--- src/rtl/cv32e40p_apu_core_pkg.sv ---
// Shared APU interface widths for CV32E40P, plus the port-id type used by the
// cluster FPU arbiter.
package cv32e40p_apu_core_pkg;

  localparam int APU_NARGS_CPU    = 3;
  localparam int APU_WOP_CPU      = 6;
  localparam int APU_NDSFLAGS_CPU = 15;
  localparam int APU_NUSFLAGS_CPU = 5;

  // Sized for the largest legal cluster (8 cores) so the type is parameter-free.
  localparam int APU_ARB_MAX_PORTS = 8;
  typedef logic [$clog2(APU_ARB_MAX_PORTS)-1:0] apu_port_id_t;

endpackage

--- src/rtl/cv32e40p_apu_id_fifo.sv ---
// In-order FIFO of core port ids for FPU operations in flight.
// Synchronous active-high reset; pushes when full and pops when empty are dropped.
module cv32e40p_apu_id_fifo #(
  parameter int DEPTH = 4,
  parameter int WIDTH = 3
) (
  input  logic             clk_i,
  input  logic             rst_i,
  input  logic             push_i,
  input  logic [WIDTH-1:0] data_i,
  input  logic             pop_i,
  output logic             full_o,
  output logic             empty_o,
  output logic [WIDTH-1:0] head_o
);

  localparam int PTR_W = (DEPTH > 1) ? $clog2(DEPTH) : 1;
  localparam int CNT_W = $clog2(DEPTH + 1);

  logic [WIDTH-1:0] mem_q [DEPTH];
  logic [WIDTH-1:0] mem_d [DEPTH];
  logic [PTR_W-1:0] wr_ptr_q, wr_ptr_d, rd_ptr_q, rd_ptr_d;
  logic [CNT_W-1:0] count_q, count_d;
  logic             push_ok, pop_ok;

  assign full_o  = (count_q == CNT_W'(DEPTH));
  assign empty_o = (count_q == '0);
  assign head_o  = mem_q[rd_ptr_q];
  assign push_ok = push_i & ~full_o;
  assign pop_ok  = pop_i & ~empty_o;

  always_comb begin
    mem_d    = mem_q;
    wr_ptr_d = wr_ptr_q;
    rd_ptr_d = rd_ptr_q;
    count_d  = count_q;
    if (push_ok) begin
      mem_d[wr_ptr_q] = data_i;
      wr_ptr_d = (int'(wr_ptr_q) == DEPTH - 1) ? '0 : wr_ptr_q + 1'b1;
    end
    if (pop_ok) begin
      rd_ptr_d = (int'(rd_ptr_q) == DEPTH - 1) ? '0 : rd_ptr_q + 1'b1;
    end
    if (push_ok && !pop_ok) begin
      count_d = count_q + 1'b1;
    end else if (pop_ok && !push_ok) begin
      count_d = count_q - 1'b1;
    end
  end

  always_ff @(posedge clk_i) begin
    if (rst_i) begin
      wr_ptr_q <= '0;
      rd_ptr_q <= '0;
      count_q  <= '0;
    end else begin
      wr_ptr_q <= wr_ptr_d;
      rd_ptr_q <= rd_ptr_d;
      count_q  <= count_d;
    end
    mem_q <= mem_d;
  end

endmodule

--- src/rtl/cv32e40p_apu_arbiter.sv ---
// Shares one FPU between NUM_PORTS cores: arbitrates requests, tracks issuers in
// order and routes responses back. CV32E40P_APU_ARB_ROUND_ROBIN_EN selects round-robin.
module cv32e40p_apu_arbiter
  import cv32e40p_apu_core_pkg::*;
#(
  parameter int NUM_PORTS = 2,
  parameter int ID_DEPTH  = 4
) (
  input  logic                             clk_i,
  input  logic                             rst_i,
  input  logic                             core_apu_req_i      [NUM_PORTS],
  output logic                             core_apu_gnt_o      [NUM_PORTS],
  input  logic [APU_NARGS_CPU-1:0][31:0]   core_apu_operands_i [NUM_PORTS],
  input  logic [APU_WOP_CPU-1:0]           core_apu_op_i       [NUM_PORTS],
  input  logic [APU_NDSFLAGS_CPU-1:0]      core_apu_flags_i    [NUM_PORTS],
  output logic                             core_apu_rvalid_o   [NUM_PORTS],
  output logic [31:0]                      core_apu_result_o,
  output logic [APU_NUSFLAGS_CPU-1:0]      core_apu_rflags_o,
  output logic                             fpu_apu_req_o,
  input  logic                             fpu_apu_gnt_i,
  output logic [APU_NARGS_CPU-1:0][31:0]   fpu_apu_operands_o,
  output logic [APU_WOP_CPU-1:0]           fpu_apu_op_o,
  output logic [APU_NDSFLAGS_CPU-1:0]      fpu_apu_flags_o,
  input  logic                             fpu_apu_rvalid_i,
  input  logic [31:0]                      fpu_apu_rdata_i,
  input  logic [APU_NUSFLAGS_CPU-1:0]      fpu_apu_rflags_i,
  output logic                             busy_o
);

  logic [NUM_PORTS-1:0] req_vec;
  logic                 any_req, accept, pop, lock_req;
  logic                 fifo_full, fifo_empty;
  logic                 lock_q, lock_d;
  apu_port_id_t         sel, arb_sel, fifo_head, lock_sel_q, lock_sel_d;

  always_comb begin
    for (int i = 0; i < NUM_PORTS; i++) req_vec[i] = core_apu_req_i[i];
  end
  assign any_req = |req_vec;

`ifdef CV32E40P_APU_ARB_ROUND_ROBIN_EN
  apu_port_id_t rr_ptr_q, rr_ptr_d;
  logic         found;

  // Two passes: first from rr_ptr upwards, then wrap around from port 0.
  always_comb begin
    arb_sel = '0;
    found   = 1'b0;
    for (int i = 0; i < NUM_PORTS; i++) begin
      if (!found && i >= int'(rr_ptr_q) && req_vec[i]) begin
        arb_sel = apu_port_id_t'(i);
        found   = 1'b1;
      end
    end
    for (int i = 0; i < NUM_PORTS; i++) begin
      if (!found && req_vec[i]) begin
        arb_sel = apu_port_id_t'(i);
        found   = 1'b1;
      end
    end
  end

  always_comb begin
    rr_ptr_d = rr_ptr_q;
    if (accept) rr_ptr_d = (int'(sel) == NUM_PORTS - 1) ? '0 : sel + 1'b1;
  end

  always_ff @(posedge clk_i) begin
    if (rst_i) rr_ptr_q <= '0;
    else       rr_ptr_q <= rr_ptr_d;
  end
`else
  always_comb begin
    arb_sel = '0;
    for (int i = NUM_PORTS - 1; i >= 0; i--) begin
      if (req_vec[i]) arb_sel = apu_port_id_t'(i);
    end
  end
`endif

  // A pending ungranted request keeps its port so the FPU-side payload holds.
  always_comb begin
    lock_req = 1'b0;
    for (int i = 0; i < NUM_PORTS; i++) begin
      if (int'(lock_sel_q) == i) lock_req = req_vec[i];
    end
    sel = (lock_q && lock_req) ? lock_sel_q : arb_sel;
  end

  assign fpu_apu_req_o = any_req & ~fifo_full;
  assign accept        = fpu_apu_req_o & fpu_apu_gnt_i;
  assign pop           = fpu_apu_rvalid_i & ~fifo_empty;
  assign lock_d        = fpu_apu_req_o & ~fpu_apu_gnt_i;
  assign lock_sel_d    = sel;

  always_comb begin
    fpu_apu_operands_o = '0;
    fpu_apu_op_o       = '0;
    fpu_apu_flags_o    = '0;
    for (int i = 0; i < NUM_PORTS; i++) begin
      core_apu_gnt_o[i]    = accept && (int'(sel) == i);
      core_apu_rvalid_o[i] = pop && (int'(fifo_head) == i);
      if (any_req && int'(sel) == i) begin
        fpu_apu_operands_o = core_apu_operands_i[i];
        fpu_apu_op_o       = core_apu_op_i[i];
        fpu_apu_flags_o    = core_apu_flags_i[i];
      end
    end
  end

  assign core_apu_result_o = fpu_apu_rdata_i;
  assign core_apu_rflags_o = fpu_apu_rflags_i;
  assign busy_o            = ~fifo_empty;

  always_ff @(posedge clk_i) begin
    if (rst_i) begin
      lock_q     <= 1'b0;
      lock_sel_q <= '0;
    end else begin
      lock_q     <= lock_d;
      lock_sel_q <= lock_sel_d;
    end
  end

  cv32e40p_apu_id_fifo #(
    .DEPTH (ID_DEPTH),
    .WIDTH ($bits(apu_port_id_t))
  ) u_id_fifo (
    .clk_i   (clk_i),
    .rst_i   (rst_i),
    .push_i  (accept),
    .data_i  (sel),
    .pop_i   (pop),
    .full_o  (fifo_full),
    .empty_o (fifo_empty),
    .head_o  (fifo_head)
  );

`ifndef SYNTHESIS
  always_ff @(posedge clk_i) begin
    if (!rst_i) begin
      assert (!(fpu_apu_rvalid_i && fifo_empty))
        else $warning("[APU_ARB] rvalid ignored: ID FIFO empty");
      assert (!(lock_q && !lock_req))
        else $warning("[APU_ARB] core dropped request before grant");
    end
  end
`endif

endmodule

--- config.mk ---
export PLATFORM = sky130hd
export DESIGN_NAME = cv32e40p_apu_arbiter
export DESIGN_NICKNAME = d
export VERILOG_FILES = /design/src/rtl/cv32e40p_apu_core_pkg.sv /design/src/rtl/cv32e40p_apu_id_fifo.sv /design/src/rtl/cv32e40p_apu_arbiter.sv
export SDC_FILE = /design/constraint.sdc
export NUM_CORES = 1
export LEC_CHECK = 0
export CAP_MARGIN = 20
export CORE_AREA = 4 4 168 170
export DETAILED_ROUTE_END_ITERATION = 8
export DIE_AREA = 0 0 172 174
export GPL_ROUTABILITY_DRIVEN = 0
export PLACE_DENSITY = 0.49
export RECOVER_POWER = 25
export SYNTH_ARGS = -nofsm -noshare
export SYNTH_HDL_FRONTEND = slang
export SYNTH_SLANG_ARGS = --single-unit
--- constraint.sdc ---
create_clock -name clk_i -period 3.4 [get_ports clk_i]
set_clock_uncertainty 0.15 [all_clocks]
set_input_delay 1.02 -clock clk_i [delete_from_list [all_inputs] [get_ports clk_i]]
set_output_delay 1.02 -clock clk_i [all_outputs]
set_load 0.03 [all_outputs]
Word level (Yosys, flattened, before mapping) --
Index checks and enable logic that the tools add are counted.
Cells by class: add/subtract/negate cells 4, magnitude comparators 3, equal/unequal tests 6, multiplexer cells 21, bitwise gates (word level) 11, reductions and logical operators 18
Operators by type and width (number):
- two-way mux 96 bit | 2
- two-way mux 15 bit | 2
- two-way mux 3 bit | 7
- bitwise mux 12 bit | 1
- logical NOT 3 bit | 4
- two-way mux 6 bit | 2
- logical AND 1 bit | 10
- == test 3 x 2 -> 1 bit, second input constant | 3
- AND 1 bit | 6
- binary-select mux 3 bit (select 2 bit) | 1
- demux 3 bit (select 2 bit) | 1
- >= comparator 3 bit, second input constant | 2
- NOT 2 -> 3 bit | 2
- adder 2 x 1 -> 2 bit, second input constant | 2
- == test 2 x 1 -> 1 bit, second input constant | 2
- two-way mux 2 bit | 2
- adder 3 x 1 -> 3 bit, second input constant | 1
- == test 3 bit, second input constant | 1
- < comparator 3 x 1 -> 1 bit, second input constant | 1
- two-way mux 1 bit | 3
- NOT 1 bit | 3
- subtractor 3 x 1 -> 3 bit, second input constant | 1
- logical NOT 1 bit | 2
- nonzero test 2 bit | 1
- OR reduction 2 bit | 1
Word-level totals: bits in registers 23, input port bits 277, output and inout bits 160, word-level logic and storage cells 72

Logic depth before layout (Yosys ltp) --
depth in word-level cells 9, gate-level depth with buffers 9, mapped depth without buffers 8

By module --
From an unflattened synthesis, not the netlist that was laid out.
Unflattened totals: cells, all modules 264, area, all modules 2608.8 um^2
By module, submodules not included:
- cv32e40p_apu_arbiter | times used 1, cells each 201, area each 1717.9 um^2, sequential area each 80.1 um^2
- cv32e40p_apu_id_fifo | times used 1, cells each 63, area each 890.9 um^2, sequential area each 500.5 um^2

Least setup slack after synthesis --
No wires, ideal clock.
path kind in2out, start input port core_apu_req_i[1] (netlist bit), end output port fpu_apu_op_o[3], arrival 1895 ps, path slack 335 ps, stages 5, cell sequence inv_1 > o21a_1 > buf_6 > buf_6 > a22o_1
On the way: longest elaborated chain between the ends 8
Ends and longest elaborated chain:
- from (decl) | RTL line cv32e40p_apu_arbiter.sv:11 | input logic core_apu_req_i [NUM_PORTS],
- two-way mux 1 bit (2 in series) | RTL line cv32e40p_apu_arbiter.sv:85 | if (int'(lock_sel_q) == i) lock_req = req_vec[i];
- logical AND 1 bit | RTL line cv32e40p_apu_arbiter.sv:87 | sel = (lock_q && lock_req) ? lock_sel_q : arb_sel;
- two-way mux 3 bit | RTL line cv32e40p_apu_arbiter.sv:87
- logical NOT 3 bit | RTL line cv32e40p_apu_arbiter.sv:103 | if (any_req && int'(sel) == i) begin
- logical AND 1 bit | RTL line cv32e40p_apu_arbiter.sv:103
- two-way mux 6 bit | RTL line cv32e40p_apu_arbiter.sv:103
- two-way mux 6 bit (*) | RTL line cv32e40p_apu_arbiter.sv:103
- to (decl) | RTL line cv32e40p_apu_arbiter.sv:22 | output logic [APU_WOP_CPU-1:0] fpu_apu_op_o,
Mark *: on every way between the ends. The rest lies on a longest branch, timed or not.

==> run summary <==
Final ANT Viol Nets -> 0
Critical Path, Cell by Cell -> buf_2 > inv_2 > o21a_4 > buf_12 > buf_16 > a22o_1 > buf_4
Core ar. -> 0.0267 mm^2
Critical-path top delay cell -> o21a_4
Slew Limit Fails -> 0
endpoints failing hold -> 0
Crit path required time -> 2.23 ns
Crit path largest cell delay -> 0.25 ns
placed cell count -> 928
# diodes -> 0
total gr overflow -> 0
H-tree levels -> 1
fin nets -> 885
register area share after synthesis -> 0.228
Max VDD drop -> 0.215 mV
1st-pass router iterations -> 4
PwrDens -> 270 mW/mm^2
Final min period -> 3.33 ns
synth unique cells -> 35
WL final -> 17.7 mm
crit path DAT -> 2.16 ns
Worst Slack Setup Final -> 0.0740 ns
Max Cap Viol -> 0
share of post-route cells with drive strength above 1 -> 0.298
Initial Utilization -> 0.0953
vias per cell -> 3.64
setup violators final -> 0
largest net degree at the start of global routing -> 41
Worst-path clk slew -> 0.06 ns
Seq cells post-synth -> 23
die width -> 172 um
I/O Buffers -> 362
pre-CTS WS -> -0.364 ns
Filler cells -> 2847
WL/cell -> 18.8 um
Die Span Y -> 174 um
vias -> 3426
RSZ-0062 raised after global routing -> false
hold-fix buffers at CTS -> 0
first-pass GRT wire length -> 24.3 mm
Layout Cells excl Fill -> 941
f_max -> 301 MHz
Top Ports -> 437
path type of the worst min-delay path -> reg -> reg
# rows -> 60
Buf/Inv on CP -> 5
Cells after Synth -> 259
delay-heaviest family, CP -> buffers and inverters
Worst Max-Slew Pin Slew -> 0.559 ns
Tot GR Track Use -> 0.108
slew margin rel. -> 0.625
crit path kind -> in -> out
Area Growth Syn to Fin -> 177%
Setup TNS -> 0 ns
Post-Syn Area -> 0.00255 mm^2
worst-path fanout max -> 30
syn_area_per_cell -> 9.84 um^2
Util after Layout -> 0.264
TritonCTS Buffers -> 3
fin crit share -> 0.978
vias in the first global route -> 3607
Leak Pwr -> 2.99 nW
antenna violations before repair -> 2
Crit. End Element -> output port
CTS sink count -> 23
hpwl dp -> 15.0 mm
CTS root buf -> clkbuf_16
CP startpoint kind -> input port
later-pin clock latency in the skew report -> 0.25 ns
CTS Buffer Depth -> 2
yosys warns -> 0
status -> finished clean
drt initial violations -> 88
CTS tree -> yes
Post-route DRC -> 0
Die ar. -> 0.0299 mm^2
==> worst reg2reg max path, stage by stage (launching register included) <==
cell and delay, ns:
dfxtp_1 0.36, o31ai_2 0.55, ha_1 0.26, inv_1 0.06, fa_1 0.43, xor2_1 0.15
or3_2 0.40, a21oi_1 0.14
==> power by group <==
part	switching [mW]	internal, mW
Clock	0.0906	0.160
Sequential	0.0322	0.331
Combinational	0.568	0.725
Total	0.691	1.22
==> sequential cells by signal (all words and copies together), names as in the netlist <==
register and flops:
lock_q 1, u_id_fifo.wr_ptr_q 2, u_id_fifo.count_q 3, u_id_fifo.rd_ptr_q 2
u_id_fifo.mem_q 12, lock_sel_q 3
==> final timing paths <==
check,slack [ns],start,to,cells after the start
hold reg to reg,0.37,u_id_fifo.wr_ptr_q[1]$_SDFFE_PP0P_,u_id_fifo.wr_ptr_q[1]$_SDFFE_PP0P_,2
hold / removal,0.37,u_id_fifo.wr_ptr_q[1]$_SDFFE_PP0P_,u_id_fifo.wr_ptr_q[1]$_SDFFE_PP0P_,2
setup / recovery,0.07,core_apu_req_i[1],fpu_apu_operands_o[22],7
setup reg to reg,0.82,u_id_fifo.count_q[0]$_SDFFE_PP0P_,u_id_fifo.count_q[2]$_SDFFE_PP0P_,7
==> routing by layer <==
metal	share of wire	vias up	global-route usage
li1	-	1663	-
met1	0.40	1552	0.131
met2	0.49	187	0.187
met3	0.093	20	0.0359
met4	0.014	4	0.0187
met5	0.0015	-	0
==> synth_stat cells <==
library cell | count | area, um^2
a21oi_1 | 2 | 10.0
a21oi_4 | 1 | 16.3
a22o_1 | 117 | 1020
and2_1 | 4 | 25.0
and2_2 | 1 | 7.51
and4bb_1 | 1 | 12.5
buf_2 | 5 | 25.0
buf_4 | 41 | 308
buf_6 | 11 | 124
clkbuf_1 | 7 | 26.3
conb_1 | 1 | 3.75
dfxtp_1 | 11 | 220
edfxtp_1 | 12 | 360
fa_1 | 1 | 20.0
ha_1 | 6 | 75.1
inv_1 | 4 | 15.0
mux2_4 | 1 | 15.0
mux2i_1 | 3 | 30.0
mux4_2 | 2 | 45.0
nand2_1 | 1 | 3.75
nand2b_1 | 2 | 12.5
nor2_1 | 4 | 15.0
nor2b_1 | 2 | 12.5
nor3_1 | 2 | 10.0
nor3b_1 | 2 | 15.0
o211a_1 | 1 | 10.0
o21a_1 | 2 | 15.0
o21ai_0 | 1 | 5.00
o31ai_2 | 1 | 12.5
or2_1 | 1 | 6.26
or2_2 | 3 | 18.8
or3_1 | 1 | 6.26
or3_2 | 2 | 15.0
or3b_1 | 1 | 8.76
xor2_1 | 2 | 17.5
==> metrics by stage <==
stage                     area, um^2  hold slack, ns  total power, mW
after global placement          6680           0.357             1.62
after detailed placement        6680           0.366             1.63
after CTS                       7050           0.376             1.93
final                           7060           0.374             1.91
after floorplan                 2580           0.332            0.998
after global routing            7060           0.420             2.01
==> cell families (layout without fill, tap and decap cells) <==
| logic type | Yosys count | after routing | share of synthesized area |
|---|---|---|---|
| flops | 23 | 23 | 0.228 |
| mux | 6 | 6 | 0.0354 |
| buf+inv | 68 | 400 | 0.195 |
| fa+ha+maj | 7 | 7 | 0.0373 |
| compound gates | 125 | 125 | 0.429 |
| other cells | 1 | 10 | 0.00147 |
| simple gates | 27 | 27 | 0.0663 |
| xor+xnor | 2 | 2 | 0.00688 |
==> timing repair <==
action	4_1_cts	5_1_grt
resized for setup	27	1
setup endpoints to repair	120	11
buffers inserted	4	1
gates cloned	4	0
pin swaps	4	0
==> final cells by class <==
cell class	count	area (um^2)	area share
inverter	4	15.0	0.00213
sequential	23	581	0.0823
tap	341	427	0.0605
timing repair buffer	392	4370	0.619
clock buffer	4	78.8	0.0112
multi-input combinational	177	1590	0.225
==> layout by cell type, fill, tap and decap left out, types with 3 or more instances in the layout <==
master	n
a22o_4	8
nor2_1	4
inv_1	3
buf_16	4
edfxtp_1	12
buf_12	55
a22o_1	109
clkdlybuf4s50_1	237
conb_1	10
or2_2	3
mux2i_1	3
buf_4	85
clkbuf_16	3
dfxtp_1	11
and2_1	4
buf_6	5
ha_1	6
Power figures use the tool's default switching activity.
